### src/rtl/csr_access_responder_pkg.sv
// Shared CSR definitions: operation codes, machine-CSR addresses, register index,
// FSM state type and mstatus bit positions.
package p_hardisc;

  localparam logic [1:0] CSR_RW = 2'b01;
  localparam logic [1:0] CSR_RS = 2'b10;
  localparam logic [1:0] CSR_RC = 2'b11;

  localparam logic [11:0] ADDR_MSTATUS   = 12'h300;
  localparam logic [11:0] ADDR_MISA      = 12'h301;
  localparam logic [11:0] ADDR_MIE       = 12'h304;
  localparam logic [11:0] ADDR_MTVEC     = 12'h305;
  localparam logic [11:0] ADDR_MSCRATCH  = 12'h340;
  localparam logic [11:0] ADDR_MEPC      = 12'h341;
  localparam logic [11:0] ADDR_MCAUSE    = 12'h342;
  localparam logic [11:0] ADDR_MTVAL     = 12'h343;
  localparam logic [11:0] ADDR_MIP       = 12'h344;
  localparam logic [11:0] ADDR_MHRDCTRL0 = 12'h7C0;
  localparam logic [11:0] ADDR_MCYCLE    = 12'hB00;
  localparam logic [11:0] ADDR_MINSTRET  = 12'hB02;
  localparam logic [11:0] ADDR_MCYCLEH   = 12'hB80;
  localparam logic [11:0] ADDR_MINSTRETH = 12'hB82;
  localparam logic [11:0] ADDR_MHARTID   = 12'hF14;

  localparam int MSTATUS_MIE    = 3;
  localparam int MSTATUS_MPIE   = 7;
  localparam int MSTATUS_MPP_LO = 11;

  typedef enum logic [3:0] {
    IDX_MSTATUS, IDX_MISA, IDX_MIE, IDX_MTVEC, IDX_MSCRATCH, IDX_MEPC,
    IDX_MCAUSE, IDX_MTVAL, IDX_MIP, IDX_MHRDCTRL0, IDX_MCYCLE, IDX_MCYCLEH,
    IDX_MINSTRET, IDX_MINSTRETH, IDX_MHARTID, IDX_NONE
  } csr_idx_e;

  typedef enum logic [1:0] {ST_IDLE, ST_ACCESS, ST_RESP} state_e;

  function automatic csr_idx_e csr_decode(input logic [11:0] add);
    case (add)
      ADDR_MSTATUS:   return IDX_MSTATUS;
      ADDR_MISA:      return IDX_MISA;
      ADDR_MIE:       return IDX_MIE;
      ADDR_MTVEC:     return IDX_MTVEC;
      ADDR_MSCRATCH:  return IDX_MSCRATCH;
      ADDR_MEPC:      return IDX_MEPC;
      ADDR_MCAUSE:    return IDX_MCAUSE;
      ADDR_MTVAL:     return IDX_MTVAL;
      ADDR_MIP:       return IDX_MIP;
      ADDR_MHRDCTRL0: return IDX_MHRDCTRL0;
      ADDR_MCYCLE:    return IDX_MCYCLE;
      ADDR_MCYCLEH:   return IDX_MCYCLEH;
      ADDR_MINSTRET:  return IDX_MINSTRET;
      ADDR_MINSTRETH: return IDX_MINSTRETH;
      ADDR_MHARTID:   return IDX_MHARTID;
      default:        return IDX_NONE;
    endcase
  endfunction

endpackage

### src/rtl/csr_access_responder_if.sv
// Request/response handshake bundle between the CSR requester and responder.
interface csr_access_responder_if;
  logic        s_req_val_i;
  logic        s_req_rdy_o;
  logic [1:0]  s_req_op_i;
  logic [11:0] s_req_add_i;
  logic [31:0] s_req_wdata_i;
  logic        s_rsp_val_o;
  logic        s_rsp_rdy_i;
  logic [31:0] s_rsp_rdata_o;
  logic        s_rsp_ill_o;

  modport master (
    output s_req_val_i, s_req_op_i, s_req_add_i, s_req_wdata_i, s_rsp_rdy_i,
    input  s_req_rdy_o, s_rsp_val_o, s_rsp_rdata_o, s_rsp_ill_o
  );

  modport slave (
    input  s_req_val_i, s_req_op_i, s_req_add_i, s_req_wdata_i, s_rsp_rdy_i,
    output s_req_rdy_o, s_rsp_val_o, s_rsp_rdata_o, s_rsp_ill_o
  );
endinterface

### src/rtl/csr_access_responder_counter64.sv
// 64-bit free-running counter with independent 32-bit half writes; a write
// replaces one half and suppresses the increment for that cycle.
module csr_counter64 (
  input  logic        s_clk_i,
  input  logic        s_resetn_i,
  input  logic        i_inc,
  input  logic        i_wr_lo,
  input  logic        i_wr_hi,
  input  logic [31:0] i_wdata,
  output logic [63:0] o_cnt
);
  logic [63:0] r_cnt;

  always_ff @(posedge s_clk_i) begin
    if (!s_resetn_i)  r_cnt         <= '0;
    else if (i_wr_lo) r_cnt[31:0]   <= i_wdata;
    else if (i_wr_hi) r_cnt[63:32]  <= i_wdata;
    else if (i_inc)   r_cnt         <= r_cnt + 64'd1;
  end

  assign o_cnt = r_cnt;
endmodule

### src/rtl/csr_access_responder.sv
// Machine-CSR responder: IDLE/ACCESS/RESP handshake, read-modify-write of CSR storage.
// Optional cycle/instret counters are built when CSR_COUNTERS_EN is defined.
module csr_access_responder
  import p_hardisc::*;
#(
  parameter logic [31:0] HARTID    = 32'd0,
  parameter logic [31:0] ISA_VAL   = 32'h40001106,
  parameter logic [31:0] MTVEC_RST = 32'h80000000
) (
  input  logic                   s_clk_i,
  input  logic                   s_resetn_i,
  csr_access_responder_if.slave  s_bus,
  input  logic                   s_retire_i,
  input  logic [2:0]             s_irq_i,
  output logic [31:0]            s_mtvec_o,
  output logic [31:0]            s_mepc_o,
  output logic [31:0]            s_mie_o,
  output logic [31:0]            s_hrdctrl0_o,
  output logic                   s_gie_o
);
  state_e      r_state;
  logic        r_req_rdy, r_rsp_val, r_rsp_ill;
  logic [31:0] r_rsp_rdata;
  logic [1:0]  r_op;
  logic [11:0] r_add;
  logic [31:0] r_wdata;
  logic        r_mst_mie, r_mst_mpie;
  logic [31:0] r_mie, r_mtvec, r_mscratch, r_mepc, r_mcause, r_mtval, r_hrdctrl0;

  csr_idx_e    w_idx;
  logic [31:0] w_old, w_new;
  logic        w_mapped, w_wr_eff, w_ill, w_commit;

  assign w_idx = csr_decode(r_add);

`ifdef CSR_COUNTERS_EN
  logic [63:0] w_mcycle, w_minstret;

  csr_counter64 u_mcycle (
    .s_clk_i(s_clk_i), .s_resetn_i(s_resetn_i), .i_inc(1'b1),
    .i_wr_lo(w_commit && (w_idx == IDX_MCYCLE)),
    .i_wr_hi(w_commit && (w_idx == IDX_MCYCLEH)),
    .i_wdata(w_new), .o_cnt(w_mcycle)
  );

  csr_counter64 u_minstret (
    .s_clk_i(s_clk_i), .s_resetn_i(s_resetn_i), .i_inc(s_retire_i),
    .i_wr_lo(w_commit && (w_idx == IDX_MINSTRET)),
    .i_wr_hi(w_commit && (w_idx == IDX_MINSTRETH)),
    .i_wdata(w_new), .o_cnt(w_minstret)
  );
`else
  logic w_unused_retire;
  assign w_unused_retire = s_retire_i;
`endif

  always_comb begin
    w_old    = '0;
    w_mapped = 1'b1;
    case (w_idx)
      IDX_MSTATUS: begin
        w_old[MSTATUS_MPP_LO +: 2] = 2'b11;
        w_old[MSTATUS_MIE]         = r_mst_mie;
        w_old[MSTATUS_MPIE]        = r_mst_mpie;
      end
      IDX_MISA:      w_old = ISA_VAL;
      IDX_MIE:       w_old = r_mie;
      IDX_MTVEC:     w_old = r_mtvec;
      IDX_MSCRATCH:  w_old = r_mscratch;
      IDX_MEPC:      w_old = r_mepc;
      IDX_MCAUSE:    w_old = r_mcause;
      IDX_MTVAL:     w_old = r_mtval;
      IDX_MIP: begin
        w_old[3]  = s_irq_i[0];
        w_old[7]  = s_irq_i[1];
        w_old[11] = s_irq_i[2];
      end
      IDX_MHRDCTRL0: w_old = r_hrdctrl0;
      IDX_MHARTID:   w_old = HARTID;
`ifdef CSR_COUNTERS_EN
      IDX_MCYCLE:    w_old = w_mcycle[31:0];
      IDX_MCYCLEH:   w_old = w_mcycle[63:32];
      IDX_MINSTRET:  w_old = w_minstret[31:0];
      IDX_MINSTRETH: w_old = w_minstret[63:32];
`endif
      default:       w_mapped = 1'b0;
    endcase
  end

  // Set/clear with a zero operand is a pure read, so read-only CSRs stay legal.
  always_comb begin
    case (r_op)
      CSR_RW:  w_new = r_wdata;
      CSR_RS:  w_new = w_old | r_wdata;
      CSR_RC:  w_new = w_old & ~r_wdata;
      default: w_new = w_old;
    endcase
  end

  assign w_wr_eff = (r_op == CSR_RW) || (r_wdata != '0);
  assign w_ill    = !w_mapped || (r_op == 2'b00) || (w_wr_eff && (r_add[11:10] == 2'b11));
  assign w_commit = (r_state == ST_ACCESS) && !w_ill && w_wr_eff;

  always_ff @(posedge s_clk_i) begin
    if (r_state == ST_IDLE && s_bus.s_req_val_i) begin
      r_op    <= s_bus.s_req_op_i;
      r_add   <= s_bus.s_req_add_i;
      r_wdata <= s_bus.s_req_wdata_i;
    end
  end

  always_ff @(posedge s_clk_i) begin
    if (!s_resetn_i) begin
      r_state     <= ST_IDLE;
      r_req_rdy   <= 1'b1;
      r_rsp_val   <= 1'b0;
      r_rsp_rdata <= '0;
      r_rsp_ill   <= 1'b0;
    end else begin
      case (r_state)
        ST_IDLE: if (s_bus.s_req_val_i) begin
          r_state   <= ST_ACCESS;
          r_req_rdy <= 1'b0;
        end
        ST_ACCESS: begin
          r_state     <= ST_RESP;
          r_rsp_val   <= 1'b1;
          r_rsp_rdata <= w_ill ? '0 : w_old;
          r_rsp_ill   <= w_ill;
        end
        ST_RESP: if (s_bus.s_rsp_rdy_i) begin
          r_state   <= ST_IDLE;
          r_rsp_val <= 1'b0;
          r_req_rdy <= 1'b1;
        end
        default: r_state <= ST_IDLE;
      endcase
    end
  end

  always_ff @(posedge s_clk_i) begin
    if (!s_resetn_i) begin
      r_mst_mie  <= 1'b0;
      r_mst_mpie <= 1'b0;
      r_mie      <= '0;
      r_mtvec    <= MTVEC_RST;
      r_mscratch <= '0;
      r_mepc     <= '0;
      r_mcause   <= '0;
      r_mtval    <= '0;
      r_hrdctrl0 <= '0;
    end else if (w_commit) begin
      case (w_idx)
        IDX_MSTATUS: begin
          r_mst_mie  <= w_new[MSTATUS_MIE];
          r_mst_mpie <= w_new[MSTATUS_MPIE];
        end
        IDX_MIE:       r_mie      <= w_new;
        IDX_MTVEC:     r_mtvec    <= w_new;
        IDX_MSCRATCH:  r_mscratch <= w_new;
        IDX_MEPC:      r_mepc     <= {w_new[31:1], 1'b0};
        IDX_MCAUSE:    r_mcause   <= w_new;
        IDX_MTVAL:     r_mtval    <= w_new;
        IDX_MHRDCTRL0: r_hrdctrl0 <= w_new;
        default: ;
      endcase
    end
  end

  assign s_bus.s_req_rdy_o   = r_req_rdy;
  assign s_bus.s_rsp_val_o   = r_rsp_val;
  assign s_bus.s_rsp_rdata_o = r_rsp_rdata;
  assign s_bus.s_rsp_ill_o   = r_rsp_ill;
  assign s_mtvec_o           = r_mtvec;
  assign s_mepc_o            = r_mepc;
  assign s_mie_o             = r_mie;
  assign s_hrdctrl0_o        = r_hrdctrl0;
  assign s_gie_o             = r_mst_mie;
endmodule

### src/flat_wrapper.sv
// flat-port wrapper written by rule: the top's interface ports become plain ports
module csr_access_responder_flat import p_hardisc::*;
#(
  parameter logic [31:0] HARTID    = 32'd0,
  parameter logic [31:0] ISA_VAL   = 32'h40001106,
  parameter logic [31:0] MTVEC_RST = 32'h80000000
)
  (s_clk_i, s_resetn_i, s_retire_i, s_irq_i, s_mtvec_o, s_mepc_o, s_mie_o, s_hrdctrl0_o, s_gie_o, s_bus_s_req_val_i, s_bus_s_req_op_i, s_bus_s_req_add_i, s_bus_s_req_wdata_i, s_bus_s_rsp_rdy_i, s_bus_s_req_rdy_o, s_bus_s_rsp_val_o, s_bus_s_rsp_rdata_o, s_bus_s_rsp_ill_o);
  csr_access_responder_if s_bus_i ();
  input  logic s_clk_i;
  input  logic s_resetn_i;
  input  logic s_retire_i;
  input  logic [2:0] s_irq_i;
  output logic [31:0] s_mtvec_o;
  output logic [31:0] s_mepc_o;
  output logic [31:0] s_mie_o;
  output logic [31:0] s_hrdctrl0_o;
  output logic s_gie_o;
  input wire logic [$bits(s_bus_i.s_req_val_i)-1:0] s_bus_s_req_val_i;
  input wire logic [$bits(s_bus_i.s_req_op_i)-1:0] s_bus_s_req_op_i;
  input wire logic [$bits(s_bus_i.s_req_add_i)-1:0] s_bus_s_req_add_i;
  input wire logic [$bits(s_bus_i.s_req_wdata_i)-1:0] s_bus_s_req_wdata_i;
  input wire logic [$bits(s_bus_i.s_rsp_rdy_i)-1:0] s_bus_s_rsp_rdy_i;
  output wire logic [$bits(s_bus_i.s_req_rdy_o)-1:0] s_bus_s_req_rdy_o;
  output wire logic [$bits(s_bus_i.s_rsp_val_o)-1:0] s_bus_s_rsp_val_o;
  output wire logic [$bits(s_bus_i.s_rsp_rdata_o)-1:0] s_bus_s_rsp_rdata_o;
  output wire logic [$bits(s_bus_i.s_rsp_ill_o)-1:0] s_bus_s_rsp_ill_o;
  assign s_bus_i.s_req_val_i = s_bus_s_req_val_i;
  assign s_bus_i.s_req_op_i = s_bus_s_req_op_i;
  assign s_bus_i.s_req_add_i = s_bus_s_req_add_i;
  assign s_bus_i.s_req_wdata_i = s_bus_s_req_wdata_i;
  assign s_bus_i.s_rsp_rdy_i = s_bus_s_rsp_rdy_i;
  assign s_bus_s_req_rdy_o = s_bus_i.s_req_rdy_o;
  assign s_bus_s_rsp_val_o = s_bus_i.s_rsp_val_o;
  assign s_bus_s_rsp_rdata_o = s_bus_i.s_rsp_rdata_o;
  assign s_bus_s_rsp_ill_o = s_bus_i.s_rsp_ill_o;
  csr_access_responder #(.HARTID(HARTID), .ISA_VAL(ISA_VAL), .MTVEC_RST(MTVEC_RST)) u_core (.s_clk_i(s_clk_i), .s_resetn_i(s_resetn_i), .s_bus(s_bus_i), .s_retire_i(s_retire_i), .s_irq_i(s_irq_i), .s_mtvec_o(s_mtvec_o), .s_mepc_o(s_mepc_o), .s_mie_o(s_mie_o), .s_hrdctrl0_o(s_hrdctrl0_o), .s_gie_o(s_gie_o));
endmodule
### config.mk
export PLATFORM = sky130hd
export DESIGN_NAME = csr_access_responder_flat
export DESIGN_NICKNAME = d
export VERILOG_FILES = /design/src/rtl/csr_access_responder_pkg.sv /design/src/rtl/csr_access_responder_if.sv /design/src/rtl/csr_access_responder_counter64.sv /design/src/rtl/csr_access_responder.sv /design/src/flat_wrapper.sv
export SDC_FILE = /design/constraint.sdc
export NUM_CORES = 1
export LEC_CHECK = 0
export ABC_CLOCK_PERIOD_IN_PS = 6600
export CORE_MARGIN = 8
export CORE_UTILIZATION = 30
export DETAILED_ROUTE_END_ITERATION = 10
export PLACE_DENSITY = 0.51
export SETUP_SLACK_MARGIN = 0.3
export SLEW_MARGIN = 25
export SYNTH_ARGS = -nofsm -noshare
export SYNTH_HDL_FRONTEND = slang
export SYNTH_SLANG_ARGS = --single-unit
### constraint.sdc
create_clock -name s_clk_i -period 6.6 [get_ports s_clk_i]
set_input_delay 0.66 -clock s_clk_i [delete_from_list [all_inputs] [get_ports s_clk_i]]
set_output_delay 0.66 -clock s_clk_i [all_outputs]
set_load 0.02 [all_outputs]
==> results.md <==
* Status: finished clean
* Avg Cell Area, Syn at 9.410 um2
* Sink Count at just over 300
* Cts repair resizes at 0
* Relative slew slack at 19.58%
* Internal power at 0.003476 W
* Cts hold-fix bufs at 0
* Drt total wl at 59010 um
* Die Height at 229.0 um
* First-pass GRT wire length at approximately 86000 um
* Detailed placement HPWL at 38710 um
* GR Util All Layers at a little over a fifth
* Core area at 45090 um2
* Simple-Gate Fraction of Synth Area at a little over a fifth
* Top cells by count, synth: dfxtp_1 (262), nand2_1 (225), nand3_1 (123), o22ai_1 (108), o21ai_1 (89)
* Share of cells above drive strength 1 at 11.10%
* Multiplexer share of the synthesized area at 0.4043%
* Number of port buffers at 215
* Post-Synth XOR/XNOR Area at 1.544%
* Worst min path class: flip-flop to flip-flop
* Synth top area cells: dfxtp_1 (39%), edfxtp_1 (10%), nand2_1 (6.2%)
* Complex-gate fraction of the synthesized area at between 20% and 30%
* Worst-Margin Slew at roughly 1.2 ns
* Die Wd at approximately 230 um
* CTS tree: done
* Top_reg_cell synth: dfxtp_1
* Worst-path maximum fanout at 26
* P_sw at ~0.0010 W
* Area after DPL at 16230 um2
* Mapped Area at 13620 um2
* Number of synthesized flops with an enable pin at 46
* Synth warnings at 0
* CP Launch Type: flip-flop
* Max Slew Vio Count at 0
* Fin area at 17600 um2
* Ant. Diodes at 0
* Most frequent cell after synthesis: dfxtp_1
* Vias in the first global route at ~12000
* H-tree depth at 2
* Fin util at 39.03%
* Fmax at 0.2423 GHz
* Worst Skew at 0.02021 ns
* RSZ-0062 raised after global routing: no
* Peak VDD IR at 0.1747 mV
* Synth top area share at 38.52%
* Unique cell type count in the Yosys netlist at 88
* Switch share at between 20% and 30%
* Number of DRC markers in iteration 0 at 1519
* Period minus WS final at 4.127 ns
* Final Hold Viols at 0
* Area growth syn-to-layout at 29.26%
* WL/cell at 26.34 um
* Largest net degree at the start of global routing at 85
* Max_cap viols at 0
* Gpl congestion at 0.8441
* Leak at just under 6 nW
* PD cells at between 200 and 300 nW/um2
* Row count at between 70 and 80
* Crit path required time at 7.07 ns
* IO Pins at about 220
* Post-Synthesis Cells at 1447
* Clock Power Share at 50.4%
* ANT nets after route at 0
* DR pass1 iterations at 6
* Adder-cell share of the synthesized area at 0%
* Part of the power in registers at 43.6%
* Syn Nets at ~1500
* CTS Buf Count at 36
* Nets at 1666
* Comb pwr share at 6.1%
* Synth area leader: dfxtp_1
* Later-pin clock latency in the skew report at 0.54 ns
* Initial Utilization at a little under a third
* Vias at 12940
* Gr ovfl total at 0
* Seq/Total Area, Yosys at 48.67%
* DR vias/cell at about 5.8
* Drt drc at 0
* Post-CTS setup buffer count at 0
* Clock root buffer: clkbuf_16
* Initial antenna violation count at 1
* Fillers at about 4500
* Arrival @ worst endpoint at between 4 and 5 ns
* FF+latch count, synth at 308
* Clk slew on worst S/H paths at 0.06 ns
* Worst setup path category: flip-flop to flip-flop
* Critical Path End Type: flip-flop
* Clock buffer depth at 3
* Crit share post-route at 62.53%
* Final setup vio count at 0
* Main combinational cell family by area after synthesis: compound AO/OA/AOI/OAI gates
* Hold slack at 0.4483 ns
* Setup_tns at 0 ns
* Die ar. at 52460 um2
* Asr flop ratio synth at 0%
* Total Power at about 0.0045 W
## worst paths after layout
| path | start | end | slack, ns | depth (start not counted) |
|---|---|---|---|---|
| hold / removal | u_core.r_mcause[7] | u_core.r_mcause[7] | 0.45 | 2 |
| setup / recovery | u_core.r_add[11] | u_core.s_bus.s_rsp_rdata_o[18] | 2.47 | 7 |
| setup reg to reg | u_core.r_add[11] | u_core.s_bus.s_rsp_rdata_o[18] | 2.47 | 7 |
| hold reg to reg | u_core.r_mcause[7] | u_core.r_mcause[7] | 0.45 | 2 |
## placed cells by master (no fill, tap or decap), drive strengths merged, types with 5 or more instances in the layout
master	n
clkbuf	53
xnor2	24
or3	8
clkinv	6
a22oi	25
a21oi	20
nor4	41
nand3	123
o2111ai	5
nand4	5
inv	12
o31ai	19
a311o	5
a222oi	20
nand2b	6
or4b	7
nor2b	12
o21ai	122
o211ai	10
nor2	27
a32oi	16
and3	9
or2	9
and2	12
nor3	14
a2111oi	8
dfxtp	262
a22o	30
clkdlybuf4s50	214
a221oi	17
buf	38
o22ai	111
edfxtp	46
bufinv	8
a41oi	8
nand2	228
nand3b	17
## worst max-delay path, stage by stage (launching register included)
cell and delay [ns]:
edfxtp_1 0.52, nand4bb_2 0.85, buf_4 0.50, nor4_4 0.68, or3_1 0.22, o22ai_1 0.16, nor2_4 0.86, a22o_1 0.25
## per-layer routing
layer	share of wire, %	routed length [um]	vias to the layer above	global-route usage, %
li1	-	-	5830	-
met1	42	24810	6296	28.12
met2	46	27300	703	34.49
met3	8.9	5270	109	4.660
met4	2.7	1617	2	6.575
met5	0.022	13	-	0
## sequential cells by signal, indices dropped and copies added, names as in the netlist, 12 cells and up
signal                      cells
u_core.r_add                   12
u_core.r_mcause                32
u_core.r_mscratch              32
u_core.r_mtval                 32
u_core.r_wdata                 32
u_core.s_bus.s_rsp_rdata_o     32
u_core.s_hrdctrl0_o            32
u_core.s_mepc_o                31
u_core.s_mie_o                 32
u_core.s_mtvec_o               32
## cell families after synthesis
family / Yosys count
flip-flops: 308
buffers and inverters: 138
other: 1
XOR/XNOR: 24
AND/OR/NAND/NOR: 538
multiplexers: 4
AO/OA/AOI/OAI: 434
## final cells by class
cell class	instances	area, um2	area share (%)
inverter	13	48.80	0.2773
clock buffer	53	1087	6.178
tap	600	750.7	4.266
sequential	308	6626	37.65
multi-input combinational	1001	6380	36.25
clock inverter	13	275.3	1.564
timing repair buffer	252	2431	13.81
## through the flow
| step | worst slack, ns | instances |
|---|---|---|
| 2_1_floorplan | 3.482 | 1447 |
| 3_3_place_gp | 2.408 | 2174 |
| 3_5_place_dp | 2.510 | 2174 |
| 4_1_cts | 2.477 | 2240 |
| 5_1_grt | 2.281 | 2240 |
| 6_report | 2.473 | 2240 |
## power by group through the flow
stage	clock network (W)	logic, W	registers, W
after global placement	0	0.000269	0.00201
after detailed placement	0	0.000271	0.00201
after CTS	0.00231	0.000272	0.00197
final	0.00228	0.000274	0.00197
after global routing	0.00239	0.000291	0.00197
after floorplan	0	0.000172	0.00199
Power figures use the tool's default switching activity.
